**src/rtl/dmem_port_arbiter_if.sv**
```systemverilog
// Bus bundle between the MEM stage, the DMA/debug master, the arbiter and dmem.
// The arbiter uses the slave view; the masters and memory use the master view.
interface dmem_port_arbiter_if;
  logic        cpu_req;
  logic        cpu_we;
  logic [31:0] cpu_addr;
  logic [31:0] cpu_wdata;
  logic [31:0] cpu_rdata;
  logic        cpu_stall;
  logic        dma_req;
  logic        dma_we;
  logic [31:0] dma_addr;
  logic [31:0] dma_wdata;
  logic [31:0] dma_rdata;
  logic        dma_ack;
  logic        mem_we;
  logic [31:0] mem_addr;
  logic [31:0] mem_wdata;
  logic [31:0] mem_rdata;

  modport slave (
    input  cpu_req, cpu_we, cpu_addr, cpu_wdata,
    input  dma_req, dma_we, dma_addr, dma_wdata,
    input  mem_rdata,
    output cpu_rdata, cpu_stall, dma_rdata, dma_ack,
    output mem_we, mem_addr, mem_wdata
  );

  modport master (
    output cpu_req, cpu_we, cpu_addr, cpu_wdata,
    output dma_req, dma_we, dma_addr, dma_wdata,
    output mem_rdata,
    input  cpu_rdata, cpu_stall, dma_rdata, dma_ack,
    input  mem_we, mem_addr, mem_wdata
  );
endinterface

```
**src/rtl/dmem_port_arbiter.sv**
```systemverilog
// Single-port data memory arbiter: CPU MEM stage has priority, a starvation
// counter forces bounded DMA bursts during which a requesting CPU is stalled.
module dmem_port_arbiter #(
  parameter int STARVE_LIM = 4,
  parameter int MAX_BURST  = 4
) (
  input  logic                 clk,
  input  logic                 rst,
  dmem_port_arbiter_if.slave   bus
);

  localparam int SW = (STARVE_LIM > 1) ? $clog2(STARVE_LIM) : 1;
  localparam int BW = (MAX_BURST > 1) ? $clog2(MAX_BURST) : 1;
  localparam logic [SW-1:0] STARVE_TOP = SW'(STARVE_LIM - 1);
  localparam logic [BW-1:0] BURST_TOP  = BW'(MAX_BURST - 1);

  typedef enum logic {CPU_PRI, DMA_BURST} state_t;

  state_t        state, state_nxt;
  logic [SW-1:0] starve_cnt, starve_nxt;
  logic [BW-1:0] burst_cnt, burst_nxt;
  logic          gnt_cpu, gnt_dma;

  always_ff @(posedge clk) begin
    if (rst) begin
      state      <= CPU_PRI;
      starve_cnt <= '0;
      burst_cnt  <= '0;
    end else begin
      state      <= state_nxt;
      starve_cnt <= starve_nxt;
      burst_cnt  <= burst_nxt;
    end
  end

  // Grant is purely combinational so the memory sees the winner in the same cycle.
  always_comb begin
    state_nxt  = state;
    starve_nxt = starve_cnt;
    burst_nxt  = burst_cnt;
    gnt_cpu    = 1'b0;
    gnt_dma    = 1'b0;
    if (!rst) begin
      case (state)
        CPU_PRI: begin
          if (bus.cpu_req) begin
            gnt_cpu = 1'b1;
            if (bus.dma_req) begin
              if (starve_cnt == STARVE_TOP) begin
                state_nxt  = DMA_BURST;
                starve_nxt = '0;
                burst_nxt  = '0;
              end else begin
                starve_nxt = starve_cnt + 1'b1;
              end
            end
          end else if (bus.dma_req) begin
            gnt_dma    = 1'b1;
            starve_nxt = '0;
          end
        end
        DMA_BURST: begin
          if (bus.dma_req) begin
            gnt_dma = 1'b1;
            if (burst_cnt == BURST_TOP) begin
              state_nxt = CPU_PRI;
              burst_nxt = '0;
            end else begin
              burst_nxt = burst_cnt + 1'b1;
            end
          end else begin
            // DMA gave up early: hand the port straight back to the CPU.
            gnt_cpu   = bus.cpu_req;
            state_nxt = CPU_PRI;
          end
        end
        default: state_nxt = CPU_PRI;
      endcase
    end
  end

  assign bus.cpu_stall = bus.cpu_req & gnt_dma;
  assign bus.dma_ack   = gnt_dma;
  assign bus.mem_we    = gnt_dma ? bus.dma_we : (gnt_cpu & bus.cpu_we);
  assign bus.mem_addr  = gnt_dma ? bus.dma_addr : bus.cpu_addr;
  assign bus.mem_wdata = gnt_dma ? bus.dma_wdata : bus.cpu_wdata;
  assign bus.cpu_rdata = bus.mem_rdata;
  assign bus.dma_rdata = bus.mem_rdata;

endmodule

```
**src/flat_wrapper.sv**
```systemverilog
// flat-port wrapper written by rule: the top's interface ports become plain ports
module dmem_port_arbiter_flat 
#(
  parameter int STARVE_LIM = 4,
  parameter int MAX_BURST  = 4
)
  (clk, rst, bus_cpu_req, bus_cpu_we, bus_cpu_addr, bus_cpu_wdata, bus_dma_req, bus_dma_we, bus_dma_addr, bus_dma_wdata, bus_mem_rdata, bus_cpu_rdata, bus_cpu_stall, bus_dma_rdata, bus_dma_ack, bus_mem_we, bus_mem_addr, bus_mem_wdata);
  dmem_port_arbiter_if bus_i ();
  input  logic clk;
  input  logic rst;
  input wire logic [$bits(bus_i.cpu_req)-1:0] bus_cpu_req;
  input wire logic [$bits(bus_i.cpu_we)-1:0] bus_cpu_we;
  input wire logic [$bits(bus_i.cpu_addr)-1:0] bus_cpu_addr;
  input wire logic [$bits(bus_i.cpu_wdata)-1:0] bus_cpu_wdata;
  input wire logic [$bits(bus_i.dma_req)-1:0] bus_dma_req;
  input wire logic [$bits(bus_i.dma_we)-1:0] bus_dma_we;
  input wire logic [$bits(bus_i.dma_addr)-1:0] bus_dma_addr;
  input wire logic [$bits(bus_i.dma_wdata)-1:0] bus_dma_wdata;
  input wire logic [$bits(bus_i.mem_rdata)-1:0] bus_mem_rdata;
  output wire logic [$bits(bus_i.cpu_rdata)-1:0] bus_cpu_rdata;
  output wire logic [$bits(bus_i.cpu_stall)-1:0] bus_cpu_stall;
  output wire logic [$bits(bus_i.dma_rdata)-1:0] bus_dma_rdata;
  output wire logic [$bits(bus_i.dma_ack)-1:0] bus_dma_ack;
  output wire logic [$bits(bus_i.mem_we)-1:0] bus_mem_we;
  output wire logic [$bits(bus_i.mem_addr)-1:0] bus_mem_addr;
  output wire logic [$bits(bus_i.mem_wdata)-1:0] bus_mem_wdata;
  assign bus_i.cpu_req = bus_cpu_req;
  assign bus_i.cpu_we = bus_cpu_we;
  assign bus_i.cpu_addr = bus_cpu_addr;
  assign bus_i.cpu_wdata = bus_cpu_wdata;
  assign bus_i.dma_req = bus_dma_req;
  assign bus_i.dma_we = bus_dma_we;
  assign bus_i.dma_addr = bus_dma_addr;
  assign bus_i.dma_wdata = bus_dma_wdata;
  assign bus_i.mem_rdata = bus_mem_rdata;
  assign bus_cpu_rdata = bus_i.cpu_rdata;
  assign bus_cpu_stall = bus_i.cpu_stall;
  assign bus_dma_rdata = bus_i.dma_rdata;
  assign bus_dma_ack = bus_i.dma_ack;
  assign bus_mem_we = bus_i.mem_we;
  assign bus_mem_addr = bus_i.mem_addr;
  assign bus_mem_wdata = bus_i.mem_wdata;
  dmem_port_arbiter #(.STARVE_LIM(STARVE_LIM), .MAX_BURST(MAX_BURST)) u_core (.clk(clk), .rst(rst), .bus(bus_i));
endmodule
```
**config.mk**
```make
export PLATFORM = sky130hd
export DESIGN_NAME = dmem_port_arbiter_flat
export DESIGN_NICKNAME = d
export VERILOG_FILES = /design/src/rtl/dmem_port_arbiter_if.sv /design/src/rtl/dmem_port_arbiter.sv /design/src/flat_wrapper.sv
export SDC_FILE = /design/constraint.sdc
export NUM_CORES = 1
export LEC_CHECK = 0
export CAP_MARGIN = 20
export CELL_PAD_IN_SITES_DETAIL_PLACEMENT = 1
export CELL_PAD_IN_SITES_GLOBAL_PLACEMENT = 1
export CORE_MARGIN = 2
export CORE_UTILIZATION = 13
export CTS_BUF_LIST = sky130_fd_sc_hd__clkbuf_4
export DETAILED_ROUTE_END_ITERATION = 8
export PLACE_DENSITY_LB_ADDON = 0.1
export SLEW_MARGIN = 20
export SYNTH_ARGS = -nofsm -noshare
export SYNTH_HDL_FRONTEND = slang
export SYNTH_SLANG_ARGS = --single-unit
```
**constraint.sdc**
```tcl
create_clock -name clk -period 1.9 [get_ports clk]
set_input_delay 0.38 -clock clk [delete_from_list [all_inputs] [get_ports clk]]
set_output_delay 0.38 -clock clk [all_outputs]
set_load 0.005 [all_outputs]
```
==> results.toml, run 1 <==
[cts]
root_buffer = "clkbuf_4"
clk_pin_slew_ns = 0.05
numClockSinks = 5
numCtsBuffers = 3
clk_latency_ns = 0.24
cts_tree = "done"
h-tree-depth = 1
clock_path_buffers = 2

[worst_setup_path]
cpMostUsedCell = "buf_6"
r2r_end = "u_core.burst_cnt[0]"
slowest_delay_ns = 0.32
worstPathRequired_ns = 1.52
crit_path_end_kind = "output port"
crit_chain = "nand2b_4, nand3b_1, buf_6, buf_6, buf_6, buf_12, mux2_4, buf_6"
critical_path_class = "reg2out"
crit-reg2reg-launch = "u_core.state"
cpMaxStageDelayCell = "dfxtp_2"
crit_fanout = 5
start_kind = "flip-flop"
arrival_ns = 1.74
reg2reg_depth = 5
rrSetupSlack_ns = 0.74

[die]
start_util = 0.132
die_x_um = 119
design.die.area_sq_mm = 0.0143
rows = 42
num_io_pins = 297
die_y_um = 119
core_sq_mm = 0.0131

[timing]
timing.hold.ws_ns = 0.457
fmax_mhz = 473
fin_crit_ns = 2.12
rsz0062_at_grt = "yes"
final.period_utilization = 1.11
timing.final.max_slew_violations = 0
hold_viol_final = 0
final-setup-viol-count = 65
worst_slack_ns = -0.216
tightest_slew_ns = 0.250
fin_skew_ns = 0.00118
slew_headroom = 0.831

[yosys]
syn-cell-area_sq_mm = 0.00173
yosys_warnings = 0
syn_inst = 169
ys_seq_elements = 5
synth-edff-count = 0
yosysUniqueCellTypes = 22
syn-mean-instance-area_sq_um = 10.3
ys.flop_type = "dfxtp_1"
synth_nets = 337
synth_async_sr_flop_share = 0
synth-seq-area-share = 0.0577

[pwr]
p_int_w = 0.000816
combinationalPowerShare = 0.766
leakagePower_nw = 1.90
swShare = 0.235
clkPwrFrac = 0.133
ir_worst_vdd_uv = 242
power_density_mw_per_mm2 = 265
p_seq_frac = 0.101
p_switching_w = 0.000251

[grt]
grt_max_degree = 9
antenna_found_initial = 0
track_usage = 0.111
grt_pass1_wl_um = 12400
grt.overflow.total = 0
grt_pass1_vias = 2079

[worst_hold_path]
holdPathStages = 2
hp-class = "reg2reg"
min-delay-start = "u_core.starve_cnt[1]"
worstHoldEndpoint = "u_core.starve_cnt[1]"

[cells_and_area]
nets = 508
n_fill_cell = 1499
drive_gt1_frac = 0.519
final_common_cell = "clkdlybuf4s50_1"
final_cells = 515
mostFrequentLayoutCells = "clkdlybuf4s50_1, buf_6, mux2_4"
num_antenna_cells = 0
syn2layout_area_growth_pct = 132

[placement]
hpwl_um = 6690
placedCellCount = 487
numPortBuffers = 200
gp_congestion = 0.674
place_ws_ns = -0.756

[detailed_routing]
first_iter_violations = 24
drcViolationCount = 0
drt-pass1-iter-count = 3
routed_wl_um = 8250
vias_per_cell = 3.60
ant_nets = 0
routedWlPerCell_um = 16.0
vias = 1854

[flow_run]
maxCapViolations = 0

[run_status]
status = "finished with violations"
violations = "negative setup slack"
[routing by layer]
layer  global-route usage  vias up  wire, um
met1                0.134      840      3280
met4               0.0154        0        40
met2                0.191      140      3960
li1                     -      863         -
met3               0.0404       11       970
met5                    0        -         0
[cell type report]
class | count | area [sq um] | area share
Inverter | 2 | 7.51 | 0.00186
Multi-Input combinational cell | 90 | 1130 | 0.281
Sequential cell | 5 | 101 | 0.0252
Clock buffer | 4 | 30.0 | 0.00746
Timing Repair Buffer | 238 | 2530 | 0.629
Tap cell | 176 | 220 | 0.0547
[power by group through the flow]
stage / combinational (W) / sequential (W) / clock, W
2_1_floorplan: 0.000319 / 0.000110 / 0
3_3_place_gp: 0.000723 / 0.000110 / 0
3_5_place_dp: 0.000724 / 0.000110 / 0
4_1_cts: 0.000850 / 0.000108 / 0.000149
5_1_grt: 0.000868 / 0.000108 / 0.000162
6_report: 0.000817 / 0.000108 / 0.000142
[sequential cells by signal (all words and copies together) (netlist names)]
| register | count |
|---|---|
| u_core.state | 1 |
| u_core.burst_cnt | 2 |
| u_core.starve_cnt | 2 |
[stage by stage]
step | total power, W | setup TNS [ns] | instance area, sq um | utilization
6_report | 0.00107 | -6.10 | 4030 | 0.307
3_5_place_dp | 0.000834 | -46.70 | 3550 | 0.271
4_1_cts | 0.00111 | -10.57 | 4140 | 0.315
5_1_grt | 0.00114 | -12.73 | 4030 | 0.307
2_1_floorplan | 0.000429 | 0 | 1730 | -
3_3_place_gp | 0.000833 | -45.66 | 3550 | 0.271
[worst max-delay path by stage]
stage,from,endpoint,slack (ns)
4_1_cts,u_core.state,bus_mem_wdata[12],-0.28
5_1_grt,u_core.state,bus_mem_addr[26],-0.32
3_3_place_gp,bus_cpu_req,bus_mem_addr[21],-0.73
3_5_place_dp,bus_cpu_req,bus_mem_addr[0],-0.76
6_report,u_core.state,bus_mem_addr[26],-0.22
2_1_floorplan,rst,bus_mem_addr[0],0.15
[critical path, delay by kind of cell, from the launching register on]
kind / cells / cell delay, ns
buffers and inverters: 5 / 0.64
multiplexers: 1 / 0.29
flip-flops: 1 / 0.32
AND/OR/NAND/NOR: 2 / 0.24
[synthesized netlist by cell type, types with 2 or more instances]
cell type | n | area (sq um)
buf_4 | 64 | 480
nand3_1 | 3 | 15.0
mux2_4 | 49 | 736
nand2_1 | 3 | 11.3
nand2b_1 | 2 | 12.5
buf_6 | 6 | 67.6
a21oi_1 | 5 | 25.0
o21ai_0 | 2 | 10.0
dfxtp_1 | 5 | 100
mux2_2 | 16 | 180
inv_1 | 2 | 7.51
ha_1 | 2 | 25.0
[repair_timing]
action                                  4_1_cts  5_1_grt
endpoints found under the setup margin       67       65
pin swaps                                     1        0
hold buffers                                  0        0
resized for setup                           372        7
cloned                                        4        0
setup buffers                                23        3
[cells by family after synthesis]
| group | Yosys count | synth area share |
|---|---|---|
| buffers and inverters | 74 | 0.325 |
| multiplexers | 65 | 0.528 |
| AND/OR/NAND/NOR | 15 | 0.0498 |
| AO/OA/AOI/OAI | 8 | 0.0245 |
| flip-flops | 5 | 0.0577 |
| adder cells (fa/ha/maj) | 2 | 0.0144 |
No activity file was read; power rests on OpenSTA's default activity.
==> inputs of run 2 (changes only) <==
- MAX_ROUTING_LAYER: default -> met4
==> run 2 against run 1 <==
The run still ends with negative setup slack left. Maximum frequency about the same. Final cell count unchanged. Global-route usage increased by 0.30 points. Flip-flop and latch count unchanged. Register-to-register slack about the same. Count of clock-buffer cells in the layout unchanged. Via count increased by 0.32%. Worst hold slack improved by 0.0021 ns. First-iteration DRC count increased by 17%. Critical path depth unchanged. Clock power about the same. Die area unchanged. Critical path type unchanged. Critical endpoint unchanged. Largest cell class unchanged.
==> results.toml, run 2 (same netlist as run 1, synthesis figures left out) <==
[placement]
gp_congestion = 0.681
dpl_cell_area_sq_mm = 0.00355
hpwl_um = 6690
numPortBuffers = 200

[cts]
clk_pin_slew_ns = 0.05
h-tree-depth = 1
numClockSinks = 5
numCtsBuffers = 3
root_buffer = "clkbuf_4"
clock_path_buffers = 2
cts_tree = "done"
clk_latency_ns = 0.24

[worst_setup_path]
crit_cells = 8
cpMostUsedCell = "buf_6"
reg2reg_depth = 5
crit_family = "buffers and inverters"
cpMaxStageDelayCell = "dfxtp_2"
critical_path_class = "reg2out"
crit_chain = "nand2b_4, nand3b_1, buf_6, buf_6, buf_6, buf_12, mux2_4, buf_6"
worstPathRequired_ns = 1.52
crit_path_end_kind = "output port"
rrSetupSlack_ns = 0.74
crit-reg2reg-launch = "u_core.state"
crit_fanout = 5
arrival_ns = 1.74
slowest_delay_ns = 0.32
start_kind = "flip-flop"
worstPathBufferInverterCount = 5
r2r_end = "u_core.burst_cnt[0]"

[die]
die_y_um = 119
die_x_um = 119
start_util = 0.132
rows = 42
design.die.area_sq_mm = 0.0143
core_sq_mm = 0.0131
num_io_pins = 297

[cells_and_area]
mostFrequentLayoutCells = "clkdlybuf4s50_1, buf_6, mux2_4"
n_fill_cell = 1499
drive_gt1_frac = 0.519
final_common_cell = "clkdlybuf4s50_1"
nets = 508
final_cell_area_sq_mm = 0.00403
syn2layout_area_growth_pct = 132
num_antenna_cells = 0
top_regs = "u_core.burst_cnt (2), u_core.starve_cnt (2), u_core.state (1)"

[detailed_routing]
vias = 1860
drcViolationCount = 0
ant_nets = 0
vias_per_cell = 3.61
routed_wl_um = 8260
routedWlPerCell_um = 16.0
drt-pass1-iter-count = 3
first_iter_violations = 28

[worst_hold_path]
min-delay-start = "u_core.starve_cnt[1]"
worstHoldEndpoint = "u_core.starve_cnt[1]"
hp-class = "reg2reg"
holdPathStages = 2

[run_status]
violations = "negative setup slack"
status = "finished with violations"

[pwr]
ir_worst_vdd_uv = 243
leakagePower_nw = 1.90
power_density_mw_per_mm2 = 265
total_power_w = 0.00107

[grt]
grt_max_degree = 9
grt_pass1_wl_um = 12300
antenna_found_initial = 0
grt.overflow.total = 0
grt_pass1_vias = 2083
track_usage = 0.114

[timing]
fmax_mhz = 472
slew_headroom = 0.831
timing.final.max_slew_violations = 0
hold_viol_final = 0
final.period_utilization = 1.11
rsz0062_at_grt = "yes"
fin_skew_ns = 0.00118
worst_slack_ns = -0.218
final-setup-viol-count = 65
tightest_slew_ns = 0.250
fin_crit_ns = 2.12

[flow_run]
maxCapViolations = 0
## run 2: metal layers
layer,routed length [um],track usage,vias to the layer above,part of all wire
li1,-,-,864,-
met1,3390,0.138,845,0.41
met2,3960,0.191,140,0.48
met3,872,0.0333,11,0.11
met4,40,0.0154,0,0.0048
met5,0,-,-,0
## run 2: final cells by class
type | instances | area (sq um) | share of cell area
multi-input combinational | 90 | 1130 | 0.281
sequential | 5 | 101 | 0.0252
clock buffer | 4 | 30.0 | 0.00746
timing repair buffer | 238 | 2530 | 0.629
tap | 176 | 220 | 0.0547
inverter | 2 | 7.51 | 0.00186
## run 2: per-stage QoR
step | setup slack [ns] | TNS, ns | instances | hold WS, ns | utilization
after floorplan | 0.147 | 0 | 169 | 0.436 | -
after global placement | -0.733 | -45.66 | 487 | 0.450 | 0.271
after detailed placement | -0.756 | -46.70 | 487 | 0.455 | 0.271
after CTS | -0.276 | -10.57 | 518 | 0.462 | 0.315
after global routing | -0.321 | -12.73 | 515 | 0.502 | 0.307
final | -0.218 | -6.15 | 515 | 0.459 | 0.307
## run 2: timing repair
item                                    in CTS  in global routing
pin swaps                                    1                  0
cloned                                       4                  0
hold buffers                                 0                  0
setup buffers                               23                  3
endpoints found under the setup margin      67                 65
hold endpoints to repair                     0                  0
gates resized for setup                    372                  7
## run 2: worst max-delay path by stage
stage,start,end,slack [ns]
floorplan,rst,bus_mem_addr[0],0.15
global placement,bus_cpu_req,bus_mem_addr[21],-0.73
detailed placement,bus_cpu_req,bus_mem_addr[0],-0.76
CTS,u_core.state,bus_mem_wdata[12],-0.28
global route,u_core.state,bus_mem_addr[26],-0.32
finish,u_core.state,bus_mem_addr[26],-0.22
## run 2: tightest hold or removal path, delay by kind of cell (launching register included)
family	cells	cell delay (ns)
flip-flops	1	0.31
AND/OR/NAND/NOR	1	0.05
AO/OA/AOI/OAI	1	0.05
## run 2: where the power goes
part,switching [W],internal (W)
logic,0.000202,0.000615
clock network,0.0000480,0.0000939
registers,0.00000110,0.000107
total,0.000252,0.000816
==> inputs of run 3 (changes only) <==
- PLACE_DENSITY_LB_ADDON: 0.1 -> 0.08
==> run 3 against run 2 <==
The flow still finishes with violations (negative setup slack). Clock power up 3%. Wire length up 21%. Combinational power about the same. Highest routed layer unchanged. Maximum frequency down 2.6%. Largest cell class unchanged.
==> results.toml, run 3 (same netlist as run 1, synthesis figures left out) <==
[detailed_routing]
routedWlPerCell_um = 18.8
ant_nets = 0
vias = 1862
routed_wl_um = 9960
first_iter_violations = 30
drcViolationCount = 0
vias_per_cell = 3.51
drt-pass1-iter-count = 4

[worst_setup_path]
crit-reg2reg-launch = "u_core.state"
arrival_ns = 1.79
start_kind = "flip-flop"
critical_path_class = "reg2out"
worstPathRequired_ns = 1.52
crit_start = "u_core.state"
crit_fanout = 8
crit_path_end_kind = "output port"

[timing]
hold_viol_final = 0
timing.final.max_slew_violations = 0
fin_skew_ns = 0.00140
fin_crit_ns = 2.17
slew_headroom = 0.819
worst_slack_ns = -0.274
final.period_utilization = 1.14
tightest_slew_ns = 0.267
rsz0062_at_grt = "yes"
fmax_mhz = 460
final-setup-viol-count = 64

[run_status]
status = "finished with violations"
violations = "negative setup slack"

[die]
start_util = 0.132
die_y_um = 119
die_x_um = 119
design.die.area_sq_mm = 0.0143
num_io_pins = 297
core_sq_mm = 0.0131
rows = 42

[grt]
grt_max_degree = 13
grt.overflow.total = 0
grt_pass1_wl_um = 13800
track_usage = 0.132
grt_pass1_vias = 2018
antenna_found_initial = 1

[placement]
hpwl_um = 8240
placedCellCount = 488
place_ws_ns = -0.718
numPortBuffers = 200
gp_congestion = 0.754

[cells_and_area]
nets = 522
drive_gt1_frac = 0.510
mostFrequentLayoutCells = "clkdlybuf4s50_1, buf_6, mux2_4"
top_regs = "u_core.burst_cnt (2), u_core.starve_cnt (2), u_core.state (1)"
final_common_cell = "clkdlybuf4s50_1"
postLayoutCoreUtil = 0.312
final_cells = 530
syn2layout_area_growth_pct = 137

[cts]
clock_path_buffers = 2
numClockSinks = 5
clk_pin_slew_ns = 0.05
root_buffer = "clkbuf_4"
numCtsBuffers = 3
h-tree-depth = 1
cts_hold_buffers = 0
clk_latency_ns = 0.25
cts_tree = "done"

[pwr]
power_density_mw_per_mm2 = 262
leakagePower_nw = 1.96
ir_worst_vdd_uv = 144

[worst_hold_path]
min-delay-start = "u_core.starve_cnt[1]"
hp-class = "reg2reg"

[flow_run]
maxCapViolations = 0
[run 3: per-stage QoR]
step	TNS, ns	total power [W]	hold slack [ns]	instance area [sq um]
floorplan	0	0.000429	0.436	1730
global placement	-43.97	0.000855	0.451	3590
detailed placement	-43.95	0.000854	0.458	3590
CTS	-12.89	0.00107	0.465	4020
global route	-14.96	0.00113	0.505	4100
finish	-10.55	0.00107	0.459	4100
[run 3: final cells by class]
cell class	count	area (sq um)
Fill cell	1494	9030
Timing Repair Buffer	252	2620
Multi-Input combinational cell	90	1120
Tap cell	176	220
Sequential cell	5	101
Clock buffer	4	30.0
Inverter	2	7.51
Antenna cell	1	2.50
[run 3: where the power goes]
group	leakage [nW]	switching (W)	internal, W	total [W]
clock	0.0184	0.0000519	0.0000942	0.000146
sequential	0.0410	0.00000117	0.000107	0.000108
combinational	1.90	0.000212	0.000607	0.000819
total	1.96	0.000265	0.000808	0.00107
[run 3: repair_timing]
action / in CTS / in global routing
gates cloned: 2 / 2
gates resized for setup: 282 / 52
pin swaps: 1 / 0
buffers inserted: 26 / 15
setup endpoints to repair: 67 / 65
[run 3: per-layer routing]
metal,global-route usage,vias up,wire length (um)
li1,-,889,-
met1,0.152,832,3980
met2,0.220,126,4840
met3,0.0594,15,1090
met4,0.0154,0,54
met5,-,-,0
[run 3: critical path, stage by stage, from the launching register on]
cell	delay [ns]
dfxtp_2	0.32
nand2b_4	0.11
nand3b_1	0.13
buf_12	0.19
buf_8	0.13
buf_12	0.13
buf_6	0.12
mux2_4	0.29
buf_6	0.12
[run 3: worst paths after layout]
check             cells past startpoint  slack, ns              endpoint
setup / recovery                      8      -0.27      bus_mem_wdata[8]
hold / removal                        2       0.46  u_core.starve_cnt[1]
setup reg to reg                      6       0.65   u_core.burst_cnt[0]
hold reg to reg                       2       0.46  u_core.starve_cnt[1]
